--- config.mk ---
export PLATFORM = sky130hd
export DESIGN_NAME = prbs_word_source
export DESIGN_NICKNAME = d
export VERILOG_FILES = /design/src/rtl/prbs_word_source.sv
export SDC_FILE = /design/constraint.sdc
export NUM_CORES = 1
export LEC_CHECK = 0
export CORE_MARGIN = 2
export CORE_UTILIZATION = 45
export CTS_BUF_LIST = sky130_fd_sc_hd__clkbuf_8
export DETAILED_ROUTE_END_ITERATION = 8
export PLACE_DENSITY = 0.66
export RECOVER_POWER = 100
export SLEW_MARGIN = 30
export SYNTH_ARGS = -nofsm -noshare
export SYNTH_HDL_FRONTEND = slang
export SYNTH_SLANG_ARGS = --single-unit
--- constraint.sdc ---
create_clock -name clk_in -period 2.1 [get_ports clk_in]
set_input_delay 0.42 -clock clk_in [delete_from_list [all_inputs] [get_ports clk_in]]
set_output_delay 0.42 -clock clk_in [all_outputs]
set_load 0.01 [all_outputs]
--- src/rtl/prbs_word_source.sv ---
// prbs_word_source: framed 32-bit Fibonacci PRBS bit source with valid/ready
// handshake, feeding a serial encoder input port.
//
// Optional feature macro: PRBS_ERR_INJECT_EN (adds err_inject / err_count).
//
// Ports:
//   clk_in         sole clock, rising edge
//   rst            asynchronous active-low reset
//   start          begin a run (pulse)
//   abort          stop the run after the current cycle
//   data_in_ready  downstream can accept a bit
//   err_inject     (macro only) invert the next newly presented bit
//   err_count      (macro only) number of inverted bits transferred
//   data_out       serial PRBS bit, MSB-first
//   data_valid     data_out is valid
//   word_done      one-cycle pulse after a word's last bit transfers
//   busy           high while sending or in an inter-word gap
//   run_done       high once NUM_WORDS words have been sent
//   words_sent     words completed in the current run
module prbs_word_source #(
    parameter int unsigned       WORD_W     = 32,
    parameter int unsigned       NUM_WORDS  = 20,
    parameter int unsigned       GAP_CYCLES = 0,
    parameter logic [WORD_W-1:0] SEED       = 32'hB9DA8A28
) (
    input  logic        clk_in,
    input  logic        rst,
    input  logic        start,
    input  logic        abort,
    input  logic        data_in_ready,
`ifdef PRBS_ERR_INJECT_EN
    input  logic        err_inject,
    output logic [15:0] err_count,
`endif
    output logic        data_out,
    output logic        data_valid,
    output logic        word_done,
    output logic        busy,
    output logic        run_done,
    output logic [15:0] words_sent
);

    localparam int unsigned CNT_W    = (WORD_W > 1) ? $clog2(WORD_W) : 1;
    localparam int unsigned GAP_W    = (GAP_CYCLES > 1) ? $clog2(GAP_CYCLES) : 1;
    localparam int unsigned CNT_LAST = WORD_W - 1;

    typedef enum logic [1:0] {
        S_IDLE = 2'd0,
        S_SEND = 2'd1,
        S_GAP  = 2'd2,
        S_DONE = 2'd3
    } state_e;

    state_e            state_q, state_d;
    logic [WORD_W-1:0] lfsr_q, lfsr_d;
    logic [CNT_W-1:0]  bit_cnt_q, bit_cnt_d;
    logic [GAP_W-1:0]  gap_cnt_q, gap_cnt_d;
    logic [15:0]       words_q, words_d;
    logic              word_done_q, word_done_d;
    logic              valid_q, valid_d;
    logic              dout_q, dout_d;
    logic              busy_q, busy_d;
    logic              run_done_q, run_done_d;
    logic              xfer;
    logic              fb;
    logic              start_go;
    logic              last_bit;
    logic              inv_d;

    // Next-state, LFSR and counter logic
    always_comb begin
        state_d     = state_q;
        lfsr_d      = lfsr_q;
        bit_cnt_d   = bit_cnt_q;
        gap_cnt_d   = gap_cnt_q;
        words_d     = words_q;
        word_done_d = 1'b0;
        xfer        = (state_q == S_SEND) && data_in_ready;
        fb          = lfsr_q[31] ^ lfsr_q[21] ^ lfsr_q[1] ^ lfsr_q[0];
        start_go    = start && !abort;
        last_bit    = (bit_cnt_q == CNT_W'(CNT_LAST));

        if (xfer) begin
            lfsr_d    = {lfsr_q[WORD_W-2:0], fb};
            bit_cnt_d = last_bit ? '0 : bit_cnt_q + CNT_W'(1);
        end

        case (state_q)
            S_IDLE: begin
                if (start_go) begin
                    state_d   = S_SEND;
                    lfsr_d    = SEED;
                    words_d   = '0;
                    bit_cnt_d = '0;
                end
            end
            S_SEND: begin
                if (xfer && last_bit) begin
                    word_done_d = 1'b1;
                    words_d     = words_q + 16'd1;
                    if ((NUM_WORDS != 0) && (words_d == 16'(NUM_WORDS))) begin
                        state_d = S_DONE;
                    end else if (GAP_CYCLES != 0) begin
                        state_d   = S_GAP;
                        gap_cnt_d = '0;
                    end
                end
                // Abort overrides any word-end transition; the transfer itself still counts.
                if (abort) begin
                    state_d = S_IDLE;
                end
            end
            S_GAP: begin
                if (abort) begin
                    state_d = S_IDLE;
                end else if (gap_cnt_q == GAP_W'(GAP_CYCLES - 1)) begin
                    state_d = S_SEND;
                end else begin
                    gap_cnt_d = gap_cnt_q + GAP_W'(1);
                end
            end
            S_DONE: begin
                // Restart without reseeding: the stream continues.
                if (start_go) begin
                    state_d   = S_SEND;
                    words_d   = '0;
                    bit_cnt_d = '0;
                end
            end
            default: state_d = S_IDLE;
        endcase

        valid_d    = (state_d == S_SEND);
        busy_d     = (state_d == S_SEND) || (state_d == S_GAP);
        run_done_d = (state_d == S_DONE);
    end

    // Output bit is forced low whenever it is not valid
    assign dout_d = valid_d & (lfsr_d[WORD_W-1] ^ inv_d);

`ifdef PRBS_ERR_INJECT_EN
    logic        arm_q, arm_d;
    logic        inv_q;
    logic [15:0] err_cnt_q, err_cnt_d;

    // Inversion is latched only when a new bit is presented, so a stalled bit never changes
    always_comb begin
        arm_d     = arm_q | err_inject;
        inv_d     = inv_q;
        err_cnt_d = err_cnt_q;
        if (xfer && inv_q) begin
            err_cnt_d = err_cnt_q + 16'd1;
        end
        if ((state_d == S_SEND) && (xfer || (state_q != S_SEND))) begin
            inv_d = arm_q | err_inject;
            arm_d = 1'b0;
        end else if (state_d != S_SEND) begin
            inv_d = 1'b0;
            arm_d = arm_q | err_inject | (inv_q & ~xfer);
        end
    end

    always_ff @(posedge clk_in or negedge rst) begin
        if (!rst) begin
            arm_q     <= 1'b0;
            inv_q     <= 1'b0;
            err_cnt_q <= '0;
        end else begin
            arm_q     <= arm_d;
            inv_q     <= inv_d;
            err_cnt_q <= err_cnt_d;
        end
    end

    assign err_count = err_cnt_q;
`else
    assign inv_d = 1'b0;
`endif

    // State and registered outputs
    always_ff @(posedge clk_in or negedge rst) begin
        if (!rst) begin
            state_q     <= S_IDLE;
            lfsr_q      <= SEED;
            bit_cnt_q   <= '0;
            gap_cnt_q   <= '0;
            words_q     <= '0;
            word_done_q <= 1'b0;
            valid_q     <= 1'b0;
            dout_q      <= 1'b0;
            busy_q      <= 1'b0;
            run_done_q  <= 1'b0;
        end else begin
            state_q     <= state_d;
            lfsr_q      <= lfsr_d;
            bit_cnt_q   <= bit_cnt_d;
            gap_cnt_q   <= gap_cnt_d;
            words_q     <= words_d;
            word_done_q <= word_done_d;
            valid_q     <= valid_d;
            dout_q      <= dout_d;
            busy_q      <= busy_d;
            run_done_q  <= run_done_d;
        end
    end

    assign data_out   = dout_q;
    assign data_valid = valid_q;
    assign word_done  = word_done_q;
    assign busy       = busy_q;
    assign run_done   = run_done_q;
    assign words_sent = words_q;

endmodule

==> out/results.md, run 1 <==
• run status: finished, violations left
• violated checks: setup timing
• final global-route overflow total: 0
• total inserted antenna cells: 0
• internal reg-to-reg setup slack: -0.04 ns
• nets: 419
• number of core rows: 29
• Maximum Capacitance Violations: 0
• Crit Path Category: flop to flop
• static leakage power: 0.001860 uW
• synthesized netlist cell count: 335
• RSZ-0062 raised after global routing: yes
• top flip-flop cell by instance count after synthesis: sky130_fd_sc_hd__dfrtp_1
• power density relative to cell area: 1105 mW/mm^2
• DRC errors left: 0
• routed wirelength normalized by instance count: 14.13 um
• Worst EP arrival: 2.37 ns
• effective utilization at floorplan: 47.30%
• DRT antenna net count: 0
• gr usage total: 20.63%
• sequential fraction of the synthesis area: 50.86%
• reg-to-reg endpoint: data_out$_DFF_PN0_
• PnR worst setup slack: -0.04191 ns
• final HPWL from detailed placement: 4.793 mm
• Die Outline Area: 0.007424 mm^2
• count of endpoints failing setup in the final report: 2
• count of routing violations after the opening detailed-route iteration: 115
• Tot Pwr: 4455 uW
• final weighted congestion in routability-driven placement: 0.8200
• required time at the endpoint of the critical path: 2.33 ns
• endpoint of the worst setup timing path: data_out$_DFF_PN0_
• Async SR Flop Fraction: 100.0%
• count of input and output buffers: 25
• CTS Buffer Depth: 2
• first-pass GRT wire length: 11.90 mm
• clock tree from TritonCTS: built
• area share of the largest cell type after synthesis: 37.89%
• post-route setup TNS: -0.08192 ns
• post-placement cell area: 0.003790 mm^2
• number of hold-slack violations in the final timing report: 0
• critical path fanouts, max: 2
• number of warnings issued by yosys: 0
• number of global-route vias before repair: 2,616
• clock-pin transition on the worst setup and hold timing paths: 0.07 ns
• distinct cell type count after synthesis: 43
• Sinks on Clock Net: 61
• vias per cell: 5.346
• insertion delay to the later sink of the worst-skew pair: 0.34 ns
• Worst Setup Start Kind: flop
• Die Wd: 86.17 um
• cell types with the largest area share after synthesis: sky130_fd_sc_hd__dfrtp_1 38%, sky130_fd_sc_hd__dfstp_2 13%, sky130_fd_sc_hd__nand2_1 9.9%
• Chip Height: 86.17 um
• kind of path behind the tightest hold check: input pin to asynchronous set/reset pin
• cell-by-cell listing of the critical path: ha_2 > and3_4 > ha_4 > and3_4 > nand3_4 > nor4b_4 > and4_4 > o21ai_2 > ha_4 > and2_1
• largest voltage drop on the vdd net: 0.4839 mV
• number of synthesized register bits: 61
• worst slew pin tran: 1.159 ns
• launching element of the worst setup path: bit_cnt_q[0]$_DFF_PN0_
• share of the cycle needed by the critical path after routing: 102.0%
• Core Region: 0.006422 mm^2
• CTS Root Buffer Type: sky130_fd_sc_hd__clkbuf_8
• type of destination of the critical path: flop
• Slew HR: 22.71%
• layout overhead on the synthesized area: 32.70%
• crit path time final: 2.142 ns
• Pins Over Slew Limit: 0
• Post-Route WL: 6.895 mm
• initial antenna violation count: 0
• via total after detailed routing: 2,609
• slowest library cell on the worst path: sky130_fd_sc_hd__dfrtp_1
• I/O pins: 26
• TritonCTS Buffers: 9
• post-synthesis instance area: 0.003038 mm^2
• worst r2r src: bit_cnt_q[0]$_DFF_PN0_
• H-tree lvl count: 3
• Clock Skew: 0.009543 ns
• largest net degree at the start of global routing: 41
• count of TritonRoute iterations in the first routing pass: 4
• worst r2r path cells: 10
• Achievable Freq: 0.4669 GHz
• number of nets in the synthesized netlist: 348
• layout cell share with drive strength beyond 1: 26.76%
• Post-synth EDFFs: 0
• largest stage delay on the critical path: 0.36 ns
• top cell type by total area after synthesis: sky130_fd_sc_hd__dfrtp_1
• post-route cell area: 0.004031 mm^2
• Avg Cell Area, Syn: 9.068 um^2
• Fill cells: 558
synthesized netlist by cell type (2+ instances only):
cell type	instances
sky130_fd_sc_hd__nand4_1	8
sky130_fd_sc_hd__dfrtp_1	46
sky130_fd_sc_hd__a22o_1	4
sky130_fd_sc_hd__inv_1	6
sky130_fd_sc_hd__dfstp_2	15
sky130_fd_sc_hd__and2_1	5
sky130_fd_sc_hd__nand2_1	80
sky130_fd_sc_hd__o21ai_0	27
sky130_fd_sc_hd__o31ai_1	2
sky130_fd_sc_hd__a31oi_1	4
sky130_fd_sc_hd__nor3_1	4
sky130_fd_sc_hd__xor2_1	3
sky130_fd_sc_hd__ha_1	8
sky130_fd_sc_hd__a21oi_1	27
sky130_fd_sc_hd__or2_2	3
sky130_fd_sc_hd__nor2b_1	2
sky130_fd_sc_hd__nand3_1	22
sky130_fd_sc_hd__buf_2	5
sky130_fd_sc_hd__nor2_1	13
sky130_fd_sc_hd__o21ai_1	2
sky130_fd_sc_hd__and4_1	3
sky130_fd_sc_hd__clkbuf_1	15
sky130_fd_sc_hd__xnor2_1	6
sky130_fd_sc_hd__o21a_1	2
sky130_fd_sc_hd__and3_1	5
what timing repair did:
item	4_1_cts	5_1_grt
pin swaps	7	4
gates resized for setup	6	5
setup buffers	0	1
setup endpoints to repair	2	14
hold buffers	0	0
gates cloned	0	0
cell usage in the layout (no fill, tap or decap), types with 3 or more instances in the layout:
cell type / Yosys / layout
sky130_fd_sc_hd__nand2_1: 80 / 80
sky130_fd_sc_hd__buf_4: 0 / 48
sky130_fd_sc_hd__dfrtp_1: 46 / 43
sky130_fd_sc_hd__a21oi_1: 27 / 27
sky130_fd_sc_hd__o21ai_0: 27 / 26
sky130_fd_sc_hd__nand3_1: 22 / 19
sky130_fd_sc_hd__dlygate4sd3_1: 0 / 17
sky130_fd_sc_hd__dfstp_2: 15 / 15
sky130_fd_sc_hd__nor2_1: 13 / 13
sky130_fd_sc_hd__clkbuf_8: 0 / 10
sky130_fd_sc_hd__nand4_1: 8 / 8
sky130_fd_sc_hd__clkdlybuf4s50_1: 0 / 7
sky130_fd_sc_hd__inv_1: 6 / 6
sky130_fd_sc_hd__xnor2_1: 6 / 5
sky130_fd_sc_hd__a31oi_1: 4 / 4
sky130_fd_sc_hd__nor3_1: 4 / 4
sky130_fd_sc_hd__and2_1: 5 / 4
sky130_fd_sc_hd__a22o_1: 4 / 4
sky130_fd_sc_hd__ha_1: 8 / 4
sky130_fd_sc_hd__clkbuf_1: 15 / 4
sky130_fd_sc_hd__and3_4: 0 / 3
sky130_fd_sc_hd__or2_2: 3 / 3
sky130_fd_sc_hd__nand3_2: 1 / 3
sky130_fd_sc_hd__and4_1: 3 / 3
sky130_fd_sc_hd__ha_4: 0 / 3
sky130_fd_sc_hd__clkbuf_2: 0 / 3
sky130_fd_sc_hd__dfrtp_2: 0 / 3
worst max-delay path, delay by kind of cell (launching register included):
family / cells / cell delay, ns
simple gates: 6 / 1.14
fa+ha+maj: 3 / 0.47
flops: 1 / 0.36
compound gates: 1 / 0.07
through the flow:
step / cells / utilization [%] / setup WS [ns] / hold slack [ns]
5_1_grt: 488 / 62.77 / -0.1550 / 0.4079
2_1_floorplan: 335 / - / -0.02610 / 0.1244
6_report: 488 / 62.77 / -0.04191 / 0.2895
3_3_place_gp: 471 / 59.01 / -0.2049 / 0.4259
4_1_cts: 487 / 62.77 / -0.03900 / 0.05760
3_5_place_dp: 471 / 59.01 / -0.2168 / 0.4296
power by group:
part / total, uW / internal, uW / leakage, uW / switching [uW]
sequential: 1840 / 1620 / 0.000771 / 217
combinational: 1440 / 668 / 0.000977 / 776
clock: 1170 / 698 / 0.000112 / 473
total: 4460 / 2990 / 0.00186 / 1470
cells by family after synthesis:
logic type	count (synthesis)	share of synthesized area (%)
compound gates	75	14.25
xor+xnor	9	2.595
fa+ha+maj	8	3.295
buf+inv	27	3.542
flops	61	50.86
simple gates	155	25.45
area by class of cell:
type                    count  area, um^2  share of cell area (%)
inverters                   6       22.52                  0.5587
multi-input cells         247        1481                   36.75
repair buffers             81       658.1                   16.33
clock inverters             6       86.33                   2.142
well taps                  77       96.34                   2.390
flip-flops and latches     61        1549                   38.42
clock buffers              10       137.6                   3.414
registers in the layout, indices dropped and copies added (netlist names):
name        count
state_q         2
run_done        1
lfsr_q         32
busy            1
data_out        1
words_sent     16
word_done       1
gap_cnt_q       1
bit_cnt_q       5
data_valid      1
worst min path at each step:
stage / cells past startpoint / to / slack (ns) / from
2_1_floorplan: 0 / bit_cnt_q[0]$_DFF_PN0_ / 0.12 / rst
3_3_place_gp: 1 / lfsr_q[13]$_DFF_PN0_ / 0.43 / rst
3_5_place_dp: 1 / lfsr_q[13]$_DFF_PN0_ / 0.43 / rst
4_1_cts: 1 / lfsr_q[13]$_DFF_PN0_ / 0.06 / rst
5_1_grt: 1 / lfsr_q[13]$_DFF_PN0_ / 0.41 / rst
6_report: 1 / lfsr_q[13]$_DFF_PN0_ / 0.29 / rst
routing by layer:
layer	GRT usage (%)	up-vias	share of wire (%)
li1	-	1306	-
met1	25.39	1259	46
met4	9.668	0	1.3
met2	35.59	37	51
met3	2.984	7	2.6
met5	0	-	0
No activity file was read; power rests on OpenSTA's default activity.
==> inputs of run 2 (changes only) <==
--- a/config.mk
+++ b/config.mk
@@ -5,6 +5,7 @@
 export SDC_FILE = /design/constraint.sdc
 export NUM_CORES = 1
 export LEC_CHECK = 0
+export CAP_MARGIN = 20
 export CORE_MARGIN = 2
 export CORE_UTILIZATION = 45
 export CTS_BUF_LIST = sky130_fd_sc_hd__clkbuf_8
==> results of run 2 <==
No change in the layout: final DEF, timing and power equal those of run 1.
